<file path="config.mk">
export PLATFORM = sky130hd
export DESIGN_NAME = crc32_fcs_inserter
export DESIGN_NICKNAME = d
export VERILOG_FILES = /design/src/rtl/crc32_pkg.sv /design/src/rtl/crc32_fcs_inserter.sv
export SDC_FILE = /design/constraint.sdc
export NUM_CORES = 1
export LEC_CHECK = 0
export CORE_MARGIN = 10
export CORE_UTILIZATION = 50
export DETAILED_ROUTE_END_ITERATION = 8
export DONT_BUFFER_PORTS = 1
export GPL_ROUTABILITY_DRIVEN = 0
export PLACE_DENSITY_LB_ADDON = 0.12
export SKIP_LAST_GASP = 1
export SLEW_MARGIN = 20
export SYNTH_ARGS = -nofsm -noshare
export SYNTH_HDL_FRONTEND = slang
export SYNTH_SLANG_ARGS = --single-unit
</file>
<file path="constraint.sdc">
create_clock -name clk -period 2.7 [get_ports clk]
set_clock_uncertainty 0.05 [all_clocks]
set_input_delay 0.54 -clock clk [delete_from_list [all_inputs] [get_ports clk]]
set_output_delay 0.54 -clock clk [all_outputs]
set_load 0.02 [all_outputs]
</file>
<file path="src/rtl/crc32_pkg.sv">
// ---------------------------------------------------------------------------
// crc32_pkg
// Shared constants and types for the CRC32 FCS inserter and its engine.
//   CRC_INIT    : LFSR preset loaded at the first word of a frame
//   POLY        : CRC-32 generator polynomial (MSB-first, non-reflected)
//   CRC_LATENCY : cycles the inserter waits after eop before sampling the engine
//   CRC_RESIDUE : raw LFSR state after a frame plus its appended FCS
//   state_t     : inserter FSM state encoding
// ---------------------------------------------------------------------------
package crc32_pkg;

   localparam logic [31:0] CRC_INIT    = 32'hFFFF_FFFF;
   localparam logic [31:0] POLY        = 32'h04C1_1DB7;
   localparam logic [1:0]  CRC_LATENCY = 2'd2;
   localparam logic [31:0] CRC_RESIDUE = 32'hC704_DD7B;

   typedef enum logic [1:0] {
      ST_IDLE     = 2'd0,
      ST_PASS     = 2'd1,
      ST_WAIT_CRC = 2'd2,
      ST_APPEND   = 2'd3
   } state_t;

endpackage

</file>
<file path="src/rtl/crc32_fcs_inserter.sv">
// ---------------------------------------------------------------------------
// crc32_fcs_inserter
// Forwards a word-aligned frame stream, feeds every payload word to an
// external CRC32 engine, and appends the inverted engine state as a trailing
// FCS word marked with m_last.
//
// Ports
//   clk, reset_n                  : clock, asynchronous active-low reset
//   s_valid/s_ready/s_data        : upstream stream, s_sop/s_eop frame marks
//   crc_enable/crc_sop/crc_data   : engine drive (one word per enable, no stall)
//   crc_value                     : raw LFSR state returned by the engine
//   m_valid/m_ready/m_data/m_last : downstream stream with FCS appended
//   proto_err                     : one-cycle pulse on a framing violation
//   frame_cnt                     : completed frames (wraps at 16 bits)
//
// state       | meaning
// ------------+----------------------------------------------------------
// ST_IDLE     | waiting for a sop word; non-sop words are dropped
// ST_PASS     | forwarding payload through the single output register
// ST_WAIT_CRC | eop taken; counting down until the engine state is final
// ST_APPEND   | emitting the FCS word once the output register is free
// ---------------------------------------------------------------------------
module crc32_fcs_inserter
   import crc32_pkg::*;
(
   input  logic        clk,
   input  logic        reset_n,

   input  logic        s_valid,
   output logic        s_ready,
   input  logic [31:0] s_data,
   input  logic        s_sop,
   input  logic        s_eop,

   output logic        crc_enable,
   output logic        crc_sop,
   output logic [31:0] crc_data,
   input  logic [31:0] crc_value,

   output logic        m_valid,
   input  logic        m_ready,
   output logic [31:0] m_data,
   output logic        m_last,

   output logic        proto_err,
   output logic [15:0] frame_cnt
);

   state_t      r_state;
   state_t      w_state_nxt;
   logic [1:0]  r_cnt;
   logic [31:0] r_fcs_q;
   logic        r_rst_done;

   logic        r_m_valid;
   logic [31:0] r_m_data;
   logic        r_m_last;
   logic [15:0] r_frame_cnt;

   logic        w_out_free;
   logic        w_s_ready;
   logic        w_acc;
   logic        w_fwd;
   logic        w_first;
   logic        w_err;
   logic        w_load_fcs;
   logic        w_fcs_xfer;

   // ---------------------------------------------------------------------
   // Next-state and handshake decode
   // ---------------------------------------------------------------------
   always_comb begin
      w_state_nxt = r_state;
      w_out_free  = !r_m_valid || m_ready;
      w_s_ready   = 1'b0;
      w_acc       = 1'b0;
      w_fwd       = 1'b0;
      w_first     = 1'b0;
      w_err       = 1'b0;
      w_load_fcs  = 1'b0;
      w_fcs_xfer  = 1'b0;

      // r_rst_done keeps s_ready low until the first clock after reset.
      case (r_state)
         ST_IDLE: w_s_ready = r_rst_done;
         ST_PASS: w_s_ready = w_out_free;
         default: w_s_ready = 1'b0;
      endcase

      w_acc = s_valid && w_s_ready;

      case (r_state)
         ST_IDLE: begin
            if (w_acc) begin
               if (s_sop) begin
                  w_fwd       = 1'b1;
                  w_first     = 1'b1;
                  w_state_nxt = s_eop ? ST_WAIT_CRC : ST_PASS;
               end else begin
                  w_err = 1'b1;
               end
            end
         end
         ST_PASS: begin
            if (w_acc) begin
               // A repeated sop is flagged but carried as ordinary payload.
               w_fwd = 1'b1;
               w_err = s_sop;
               if (s_eop) begin
                  w_state_nxt = ST_WAIT_CRC;
               end
            end
         end
         ST_WAIT_CRC: begin
            if (r_cnt == 2'd0) begin
               w_state_nxt = ST_APPEND;
            end
         end
         ST_APPEND: begin
            if (r_m_valid && r_m_last) begin
               if (m_ready) begin
                  w_fcs_xfer  = 1'b1;
                  w_state_nxt = ST_IDLE;
               end
            end else if (w_out_free) begin
               w_load_fcs = 1'b1;
            end
         end
         default: w_state_nxt = ST_IDLE;
      endcase
   end

   // ---------------------------------------------------------------------
   // State, wait counter and FCS capture
   // ---------------------------------------------------------------------
   always_ff @(posedge clk or negedge reset_n) begin
      if (!reset_n) begin
         r_state    <= ST_IDLE;
         r_cnt      <= 2'd0;
         r_fcs_q    <= 32'd0;
         r_rst_done <= 1'b0;
      end else begin
         r_state    <= w_state_nxt;
         r_rst_done <= 1'b1;
         if (w_fwd && s_eop) begin
            r_cnt <= CRC_LATENCY;
         end else if (r_state == ST_WAIT_CRC && r_cnt != 2'd0) begin
            r_cnt <= r_cnt - 2'd1;
         end
         if (r_state == ST_WAIT_CRC && r_cnt == 2'd0) begin
            r_fcs_q <= ~crc_value;
         end
      end
   end

   // ---------------------------------------------------------------------
   // Output register and frame counter
   // ---------------------------------------------------------------------
   always_ff @(posedge clk or negedge reset_n) begin
      if (!reset_n) begin
         r_m_valid   <= 1'b0;
         r_m_data    <= 32'd0;
         r_m_last    <= 1'b0;
         r_frame_cnt <= 16'd0;
      end else begin
         if (w_fwd) begin
            r_m_valid <= 1'b1;
            r_m_data  <= s_data;
            r_m_last  <= 1'b0;
         end else if (w_load_fcs) begin
            r_m_valid <= 1'b1;
            r_m_data  <= r_fcs_q;
            r_m_last  <= 1'b1;
         end else if (r_m_valid && m_ready) begin
            r_m_valid <= 1'b0;
         end
         if (w_fcs_xfer) begin
            r_frame_cnt <= r_frame_cnt + 16'd1;
         end
      end
   end

   assign s_ready    = w_s_ready;
   assign crc_enable = w_fwd;
   assign crc_sop    = w_first;
   assign crc_data   = w_fwd ? s_data : 32'd0;
   assign proto_err  = w_err;
   assign m_valid    = r_m_valid;
   assign m_data     = r_m_data;
   assign m_last     = r_m_last;
   assign frame_cnt  = r_frame_cnt;

endmodule
</file>
== Yosys cells after proc, flatten, opt, wreduce, memory -nomap -nowiden ==
Cells that the tools add are included.

* Memories: 0
* Bits of input ports: 70
* Output and inout bits: 86
* RAM bits: 0
* Bits in latches: 0
* Word-level logic and storage cells: 71
* Bits in read-only memories: 0
* Flip-flop bits (word level): 87

* Equality and inequality tests: 10
* Bitwise gates (word level): 1
* Order comparisons: 0
* Multiply operators: 0
* Reduce and logical (&&, ||, !) cells: 15
* Div/mod/pow operators: 0
* $add $sub $neg: 2
* Muxes and demuxes: 35
* Shift-type cells: 0

{| class="wikitable"
|+ Operators by type and width
! cell !! count
|-
| $mux 32 || 3
|-
| $not 32->32 || 1
|-
| $mux 2 || 10
|-
| $mux 1 || 18
|-
| $add 16x1->16 const B || 1
|-
| $ne 2x2->1 const B || 7
|-
| $pmux 2 s4 || 1
|-
| $reduce_and 7->1 || 1
|-
| $logic_and 1x1->1 || 6
|-
| $pmux 1 s2 || 3
|-
| $reduce_bool 2->1 || 3
|-
| $eq 2x2->1 const B || 2
|-
| $logic_not 2->1 || 2
|-
| $reduce_bool 3->1 || 1
|-
| $eq 2x1->1 const B || 1
|-
| $sub 2x1->2 const B || 1
|-
| $logic_not 1->1 || 1
|-
| $logic_or 1x1->1 || 1
|}

== Depth between registers and ports, before layout ==
Gate-level depths: netlist of run 1.

* Depth in word-level cells: 8
* Gate-level depth with buffers: 9
* Depth with buffers taken out: 7

== Least setup slack after synthesis of run 1 ==
Ideal clock, no wire load.

* Path type: register to output
* Start point: register r_state[0]
* End point: output crc_data[24]
* Slack: 0.426 ns
* Data required time: 2.110 ns
* Data arrival time: 1.684 ns
* Buffers on the path: 2
* Stages on the path, launching flop included: 10
* Cell sequence: dfrtp_1 -> inv_1 -> ha_1 -> and3_1 -> a31o_1 -> nand2b_1 -> buf_4 -> inv_4 -> buf_6 -> and2_1

* Word-level cells in the longest chain between the ends: 6
* Elaborated cells between the ends (all ways): 8
* Those cells by class: eq/ne (1); mux (5); reduce/logical (2)

{| class="wikitable"
|+ Ends and longest elaborated chain
! what !! line !! RTL
|-
| start: declaration || crc32_fcs_inserter.sv:49 || <nowiki>state_t r_state;</nowiki>
|-
| start signal: assignment || crc32_fcs_inserter.sv:143 || <nowiki>r_state <= w_state_nxt;</nowiki>
|-
| $eq 2x1->1 / $logic_not 2->1 (equally long branches) || crc32_fcs_inserter.sv:84, crc32_fcs_inserter.sv:92 ||
|-
| $pmux 1 s2 || crc32_fcs_inserter.sv:84 || <nowiki>case (r_state)</nowiki>
|-
| $logic_and 1x1->1 || crc32_fcs_inserter.sv:90 || <nowiki>w_acc = s_valid && w_s_ready;</nowiki>
|-
| $mux 1, on equally long branches || crc32_fcs_inserter.sv:105, crc32_fcs_inserter.sv:94 ||
|-
| $pmux 1 s2 * || crc32_fcs_inserter.sv:92 || <nowiki>case (r_state)</nowiki>
|-
| via crc_enable || crc32_fcs_inserter.sv:35 || <nowiki>output logic crc_enable,</nowiki>
|-
| $mux 32 * || crc32_fcs_inserter.sv:186 || <nowiki>assign crc_data = w_fwd ? s_data : 32'd0;</nowiki>
|-
| end: declaration || crc32_fcs_inserter.sv:37 || <nowiki>output logic [31:0] crc_data,</nowiki>
|}

Mark *: on every way through the listed nets, which the timed path passes. The rest lies on a longest branch.

== Worst setup path after layout of run 1 ==
* Start point: register r_state[0]
* End point: output crc_data[24]

* Word-level cells in the longest chain between the ends: 6
* Elaborated cells between the ends (all ways): 8
* Those cells by class: eq/ne (1); mux (5); reduce/logical (2)

{| class="wikitable"
|+ Ends and longest elaborated chain
! what !! line
|-
| $eq 2x1->1 / $logic_not 2->1 (equally long branches) || crc32_fcs_inserter.sv:84, crc32_fcs_inserter.sv:92
|-
| $pmux 1 s2 || crc32_fcs_inserter.sv:84
|-
| $logic_and 1x1->1 || crc32_fcs_inserter.sv:90
|-
| $mux 1, on equally long branches || crc32_fcs_inserter.sv:105, crc32_fcs_inserter.sv:94
|-
| $pmux 1 s2 * || crc32_fcs_inserter.sv:92
|-
| $mux 32 * || crc32_fcs_inserter.sv:186
|}

Mark *: on every way between the ends. The rest lies on a longest branch, timed or not.

==> flow_metrics.tcl, run 1 <==
set metrics [dict create \
    die_y_microns 110 \
    diodes 0 \
    setup_ws_ps 90.2 \
    placed_area_sq_um 4180 \
    dp_slack_ps 178 \
    min_period_over_period_pct 96.7 \
    syn_inst 395 \
    grt_max_degree 88 \
    worst-path-max-fanout 9 \
    nets 474 \
    yosys.area.top_type_share_pct 53.5 \
    syn_nets 472 \
    post-route-util_pct 58.5 \
    grt_overflow 0 \
    grt_usage_pct 17.0 \
    core_area_sq_um 7810 \
    hp-class "in -> async" \
    cts_made_buffers 9 \
    final_layout_size_suffix_gt1_share_pct 18.5 \
    min_period_ps 2610 \
    stdcell_count 502 \
    met3_length_microns 1140 \
    grt_first_pass_wirelength_microns 16000 \
    hold_viol 0 \
    dp.cells 482 \
    crit_arrival_ps 2020 \
    viasPerCell 5.63 \
    power_mw 5.37 \
    power_density_nw_per_um2 1180 \
    cts_max_level 3 \
    start_util_pct 52.1 \
    synth_cell_types 33 \
    drt-total-wl_microns 10600 \
    final.setup.tns_ps 0 \
    place.port_buffers 0 \
    worstSetupPathType "reg -> out" \
    fmax_mhz 383 \
    synth_area_per_cell_sq_um 10.3 \
    max_slew_margin_pct 40.7 \
    dr_total_vias 2828 \
    clockRootBuffer "clkbuf_8" \
    seq_area_frac_synth_pct 53.5 \
    clock_sinks 87 \
    clk_pin_slew_ps 80 \
    cts_tree "done" \
    drv_cap 0 \
    dieArea_sq_um 12200 \
    synth_area_leaders "dfrtp_1, mux2i_1, a21oi_1, and2_1, nor3_1" \
    antenna_found_initial 0 \
    dieWidth_microns 110 \
    drtAntennaViolNets 0 \
    worst_slew_pin_slew_ps 886 \
    power.leakage_nw 2.07 \
    area_growth_pct 12.1 \
    drv_slew 0 \
    yosysWarnings 0 \
    start_kind "flip-flop" \
    finalInstanceArea_sq_um 4560 \
    top_layer_used "met4" \
    ir_drop_uv 501 \
    whs_ps 41.3 \
    outcome "completed" \
    placementRows 32 \
    cts.path.max_buffers 2 \
    ios 156 \
    rsz0062_at_grt "no" \
    synthesis.area_sq_um 4070 \
    drc 0 \
    hpwl_microns 7180 \
    synth_largest_area_cell "dfrtp_1" \
    met1Wirelength_microns 4300 \
    grt_pass1_vias 2909 \
    setup_viol 0 \
    clock_latency_ps 340 \
    first_pass_iters 4 \
    critPathCaptureType "primary output" \
    synth-seq-cells 87 \
    fillCellCount 675 \
    cp.required_ps 2110 \
    post_drt_wl_per_cell_microns 21.1 \
    drt_first_iter_violations 96 \
    wl_met2_microns 5040 \
]
==> report_power, final <==
group	leakage, nW	internal [mW]	switching [mW]
Clock	0.122	0.699	0.437
Sequential	0.967	1.78	0.596
Combinational	0.984	0.777	1.08
==> final cells by class <==
class                      instances  area, sq um  area share [%]
sequential                        87         2180            47.7
multi-input combinational        274         1820            39.8
timing repair buffer              13          130            2.85
clock buffer                      10          128            2.80
tap                              102          128            2.80
clock inverter                     4          120            2.63
inverter                          10         51.3            1.12
timing repair inverter             2         12.5           0.274
==> metal layers <==
layer  GRT usage, %  vias up
met1           20.6     1367
met2           27.6      102
met3           6.73        8
li1               -     1351
met4           4.95        0
met5              0        -
==> worst paths after layout <==
| kind | end | depth (start not counted) | slack (ps) | start |
|---|---|---|---|---|
| max | crc_data[24] | 7 | 90 | r_state[0] |
| min | frame_cnt[9] | 1 | 40 | reset_n |
| max reg2reg | m_data[30] | 6 | 560 | m_valid |
| min reg2reg | r_fcs_q[20] | 2 | 480 | r_fcs_q[20] |
| max in group asynchronous | m_data[30] | 1 | 2210 | reset_n |
| min in group clk | r_fcs_q[25] | 1 | 220 | crc_value[25] |
==> cells by family after synthesis <==
logic type	Yosys count	synth area share, %
adder cells (fa/ha/maj)	7	2.15
AND/OR/NAND/NOR	138	17.8
AO/OA/AOI/OAI	76	9.86
buffers and inverters	34	4.33
multiplexers	36	8.85
XOR/XNOR	16	3.44
flip-flops	87	53.5
other	1	0.0921
==> cell usage in the layout, fill, tap and decap left out, types with 2 or more instances in the layout <==
cell	synthesis	layout
a21oi_1	69	68
and2_2	0	33
and3_1	4	3
buf_4	4	11
bufinv_16	0	4
clkbuf_8	0	9
dfrtp_1	87	87
ha_1	7	5
inv_1	9	7
inv_2	0	2
inv_4	1	2
mux2i_1	36	36
nand2_1	8	8
nand3_1	10	10
nand4_1	2	2
nor2_1	38	38
nor2b_1	4	4
nor3_1	33	33
xnor2_1	12	12
xor2_1	4	4
==> critical path, stage by stage (launching register included) <==
cell and delay [ps]:
dfrtp_1 390, inv_2 80, ha_4 190, and3_4 190, a31o_1 240, nand2b_4 140, bufinv_8 220, and2_2 240
==> cells in the mapped netlist <==
cell / n
ha_1: 7
xor2_1: 4
nand2b_1: 2
a22o_1: 1
buf_4: 4
inv_4: 1
o21ai_1: 2
nor3_1: 33
clkbuf_1: 5
conb_1: 1
inv_1: 9
a2111oi_0: 1
and3_1: 4
a21oi_1: 69
buf_2: 7
mux2i_1: 36
nor2b_1: 4
nor2_1: 38
nor4_4: 1
dfrtp_1: 87
nand3_1: 10
a31oi_2: 1
nor4_2: 1
and4_1: 1
nand4_1: 2
buf_6: 3
nand2_1: 8
xnor2_1: 12
a21o_1: 1
nand4_2: 1
and2_1: 33
buf_1: 5
a31o_1: 1
==> sequential cells by signal, summed over array words and instances, names as in the netlist <==
name and flops:
m_data 32, r_fcs_q 32, frame_cnt 16, r_cnt 2, r_state 2, m_last 1
m_valid 1, r_rst_done 1
==> what timing repair did <==
item                       4_1_cts  5_1_grt
gates cloned                     2        0
resized for setup               40        2
hold endpoints to repair        87        0
buffers inserted                 1        2
setup endpoints to repair       33       23
hold buffers                     1        0
Note: power is estimated with default switching activity, not from simulation.
==> run 2: changes to the inputs <==
clock period = 2.97 ns   (was 2.7 ns; I/O delays follow)
==> run 2 against run 1 <==
Sequential power shrank 8%. Largest cell class unchanged. Sequential cell count is the same. Largest power group unchanged. Critical path depth is the same. Clock power shrank 29%. Cell count shrank 1.0%. Register-to-register slack gained 380 ps.
==> flow_metrics.tcl, run 2 (synthesized netlist as in run 1, its figures left out) <==
set metrics [dict create \
    outcome "completed" \
    min_period_over_period_pct 94.3 \
    nets 467 \
    top_usage_layer "met2" \
    cts_max_level 3 \
    drtAntennaViolNets 0 \
    final_layout_size_suffix_gt1_share_pct 16.5 \
    worstSetupPathType "reg -> out" \
    clock_sinks 87 \
    multi_input_area_sq_um 1810 \
    rsz0062_at_grt "no" \
    whs_ps 90.5 \
    clk_pin_slew_ps 90 \
    start_kind "flip-flop" \
    antenna_found_initial 0 \
    dr_total_vias 2862 \
    grt_usage_pct 17.1 \
    final_common_cell "dfrtp_1" \
    ios 156 \
    post_drt_wl_per_cell_microns 21.1 \
    core_area_sq_um 7810 \
    cts.path.max_buffers 2 \
    drt_first_iter_violations 91 \
    grt_first_pass_wirelength_microns 16100 \
    grt_max_degree 88 \
    dieWidth_microns 110 \
    worst_slew_pin_slew_ps 696 \
    clock_latency_ps 340 \
    drv_slew 0 \
    min_period_ps 2800 \
    max_stage_delay_ps 410 \
    stdcell_count 497 \
    start_util_pct 52.1 \
    cts_tree "done" \
    max_slew_margin_pct 53.6 \
    diodes 0 \
    gr-usage-met3_pct 7.08 \
    dp.cells 480 \
    grt_pass1_vias 2950 \
    setup_ws_ps 169 \
    setup_viol 0 \
    die_y_microns 110 \
    power.leakage_nw 2.00 \
    critPathSlowestCell "dfrtp_1" \
    use_met1_pct 20.5 \
    drt-total-wl_microns 10500 \
    dp_slack_ps 343 \
    drv_cap 0 \
    place.port_buffers 0 \
    worst-path-max-fanout 36 \
    placementRows 32 \
    final.setup.tns_ps 0 \
    drc 0 \
    cp.required_ps 2330 \
    hp-class "in -> async" \
    cts_setup_buffers 0 \
    ff_latch_area_sq_um 2180 \
    hold_viol 0 \
    cts_made_buffers 9 \
    gr-usage-met2_pct 27.4 \
    path_cells "inv_1 -> ha_4 -> and3_1 -> a31o_1 -> nand2b_1 -> bufinv_16 -> and2_2" \
    ir_drop_uv 579 \
    power_density_nw_per_um2 1030 \
    viasPerCell 5.76 \
    dieArea_sq_um 12200 \
    layout_common_cells "dfrtp_1, a21oi_1, nor2_1" \
    power_mw 4.58 \
    hpwl_microns 7220 \
    critPathCaptureType "primary output" \
    grt_overflow 0 \
    crit_arrival_ps 2160 \
    first_pass_iters 4 \
    fmax_mhz 357 \
    area_growth_pct 9.10 \
    clockRootBuffer "clkbuf_8" \
    fillCellCount 695 \
]
==> run 2: cell types whose count changed in the layout (fill, tap and decap cells not counted), sizes merged <==
| cell | before | now |
|---|---|---|
| buf | 13 | 8 |
| bufinv | 5 | 2 |
| clkinv | 0 | 2 |
| clkbuf | 10 | 11 |
| clkinvlp | 0 | 1 |
| inv | 11 | 10 |
==> run 2: stage by stage <==
step	util [%]	area, sq um
CTS	56.1	4380
detailed placement	53.1	4150
finish	56.9	4440
global placement	53.1	4150
floorplan	-	4070
global route	56.9	4440
==> run 2: what timing repair did <==
action / 4_1_cts / 5_1_grt
hold endpoints to repair: 87 / 0
hold buffers: 1 / 0
gates resized for setup: 6 / 33
gates cloned: 0 / 0
setup endpoints to repair: 32 / 33
==> run 2: metal layers <==
layer	vias up	share of wire [%]
met5	-	0
met4	0	0.99
met3	8	11
met2	109	49
met1	1409	39
li1	1336	-
==> run 2: layout make-up <==
cell class | instances | share of cell area (%)
clock buffers | 11 | 2.96
clock inverters | 5 | 1.27
inverters | 10 | 1.44
multi-input cells | 274 | 40.6
flip-flops and latches | 87 | 49.0
well taps | 102 | 2.87
repair buffers | 8 | 1.80
==> run 2: critical path, delay by kind of cell, from the launching register on <==
| family | cells | cell delay (ps) |
|---|---|---|
| simple gates | 3 | 590 |
| buf+inv | 2 | 440 |
| flops | 1 | 410 |
| fa+ha+maj | 1 | 200 |
| compound gates | 1 | 170 |
==> run 2: final timing paths <==
check                      slack, ps          from  depth (start not counted)           end
min reg2reg                      480   r_fcs_q[29]                          2   r_fcs_q[29]
min in group clk                 270  crc_value[4]                          1    r_fcs_q[4]
max in group asynchronous       2420       reset_n                          1     m_data[0]
min                               90       reset_n                          1  frame_cnt[7]
max reg2reg                      940    r_state[0]                          6    r_fcs_q[0]
max                              170    r_state[1]                          7  crc_data[18]
==> run 2: report_power, final <==
part | switching (mW) | total [mW] | internal [mW]
Clock | 0.418 | 0.808 | 0.390
Sequential | 0.574 | 2.19 | 1.61
Combinational | 0.927 | 1.58 | 0.658
==> run 3: changes to the inputs <==
ABC_AREA = 1   (was not set)
SLEW_MARGIN = not set   (was 20)
==> run 3 against run 2 <==
Sequential cell count stayed put. Final area increased by 11%. First-iteration DRC count grew to 3.3 times the previous value. Hold slack got worse by 17 ps. Global-route usage rose by 0.66 points. Worst setup slack improved by 28 ps.
==> flow_metrics.tcl, run 3 <==
set metrics [dict create \
    outcome "completed" \
    drtAntennaViolNets 0 \
    ios 156 \
    drc 0 \
    core_area_sq_um 9200 \
    stdcell_count 737 \
    syn_inst 633 \
    viasPerCell 5.17 \
    synth_largest_area_cell "dfrtp_1" \
    gr-usage-met3_pct 6.22 \
    first_pass_iters 4 \
    path_buf_inv 1 \
    post-route-util_pct 53.6 \
    final_common_cell "nand2_1" \
    synth_ff_type "dfrtp_1" \
    dp.cells 720 \
    min_period_over_period_pct 93.4 \
    reg2reg_from "r_state[0]" \
    grt_max_degree 88 \
    synth-edff-count 0 \
    hp-class "in -> async" \
    power_mw 4.84 \
    drv_cap 0 \
    dieArea_sq_um 13700 \
    layout_common_cells "nand2_1, inv_1, dfrtp_1" \
    grt_pass1_vias 3695 \
    seq_area_frac_synth_pct 46.2 \
    placementRows 35 \
    yosysMostFrequentCell "nand2_1" \
    min_period_ps 2770 \
    drv_slew 0 \
    synth_area_leaders "dfrtp_1, nand2_1, inv_1, nand3b_1, nand4_1" \
    grt_first_pass_wirelength_microns 19200 \
    cts.path.max_buffers 2 \
    max_slew_margin_pct 35.2 \
    antenna_found_initial 1 \
    worst_slew_pin_slew_ps 969 \
    hpwl_microns 8620 \
    worst-path-max-fanout 35 \
    critPathSlowestCell "dfrtp_1" \
    dp_slack_ps 511 \
    fmax_mhz 361 \
    worstSetupPathType "reg -> out" \
    startpoint "r_state[0]" \
    rsz0062_at_grt "no" \
    power_density_nw_per_um2 983 \
    cp_top_family "simple AND/OR/NAND/NOR gates" \
    whs_ps 73.8 \
    use_met1_pct 22.1 \
    setup_viol 0 \
    final_layout_size_suffix_gt1_share_pct 5.12 \
    synthesis.area_sq_um 4710 \
    crit_end "crc_sop" \
    grt_usage_pct 17.7 \
    yosys.area.top_type_share_pct 46.2 \
    yosysWarnings 0 \
    synth_area_per_cell_sq_um 7.44 \
    start_kind "flip-flop" \
    die_y_microns 117 \
    synth_cell_types 27 \
    max_stage_delay_ps 420 \
    crit_cells 6 \
    syn_nets 710 \
    dr_total_vias 3808 \
    setup_ws_ps 196 \
    worst_r2r_endpoint "m_data[30]" \
    synth_commonest_cells "nand2_1, inv_1, dfrtp_1" \
    grt_overflow 0 \
    r2r.worst_path.cells 10 \
    top_usage_layer "met2" \
    clk_pin_slew_ps 90 \
    path_common_cell "nand2_1" \
    clock_sinks 87 \
    dieWidth_microns 117 \
    hold_viol 0 \
    nets 698 \
    critPathCaptureType "primary output" \
    clock_latency_ps 350 \
    post_drt_wl_per_cell_microns 16.3 \
    cts_made_buffers 9 \
    cts_tree "done" \
    place.port_buffers 0 \
    gr-usage-met2_pct 28.5 \
    placed_area_sq_um 4730 \
    async_reset_ff_share_pct 100 \
    crit_arrival_ps 2130 \
    drt-total-wl_microns 12000 \
    cts_max_level 3 \
    area_growth_pct 4.67 \
    synth-seq-cells 87 \
    finalInstanceArea_sq_um 4930 \
    ir_drop_uv 386 \
    power.leakage_nw 2.90 \
    final.setup.tns_ps 0 \
    reg2reg_slack_ps 850 \
    path_cells "inv_1 -> ha_1 -> nand2_1 -> nand2_4 -> nand2_1 -> nor2_1" \
    start_util_pct 51.2 \
    cp.required_ps 2330 \
    drt_first_iter_violations 296 \
    clockRootBuffer "clkbuf_8" \
    fillCellCount 924 \
]
-- run 3: cell types whose count changed in the layout (fill, tap and decap cells not counted), sizes merged, moves of 33 or more --
cell / previous run / this run
mux2i: 36 / 0
nand4: 3 / 37
a21oi: 69 / 1
and2: 33 / 0
nand2: 8 / 232
inv: 10 / 123
o21ai: 2 / 38
-- run 3: worst min path at each step --
stage and end:
2_1_floorplan frame_cnt[0], 3_3_place_gp m_data[6], 3_5_place_dp m_data[7], 4_1_cts m_data[6]
5_1_grt m_data[4], 6_report m_data[4]
-- run 3: cells by family (layout without fill, tap and decap cells) --
logic type / after synthesis / after routing / share of synthesized area [%]
AOI/OAI and AO/OA: 39 / 39 / 4.14
xor gates and xnor gates: 9 / 9 / 1.67
adders and majority gates: 7 / 7 / 1.86
buffers and inverters: 153 / 145 / 13.3
DFF: 87 / 87 / 46.2
muxes: 1 / 1 / 0.239
other: 1 / 2 / 0.0796
and+or+nand+nor: 336 / 336 / 32.5
-- run 3: layout make-up --
class                      instances  area (sq um)  area share, %
tap                              111           139           2.82
clock buffer                      11           141           2.87
timing repair buffer               7          72.6           1.47
multi-input combinational        393          1910           38.8
inverter                         123           462           9.36
clock inverter                     4          22.5          0.457
antenna                            1          2.50         0.0507
sequential                        87          2180           44.2
-- run 3: power by group --
group	switching, mW	internal (mW)
Sequential	0.639	1.69
Combinational	1.16	0.626
Clock	0.409	0.319
-- run 3: repair_timing --
item,CTS,global route
hold buffers,1,0
setup endpoints to repair,0,1
buffers inserted,0,0
gates resized for setup,0,1
endpoints found under the hold margin,87,0
-- run 3: layer usage --
layer / wire, microns / part of all wire, %
met4: 111 / 0.92
met1: 5060 / 42
met5: 0 / 0
met3: 1120 / 9.3
met2: 5730 / 48
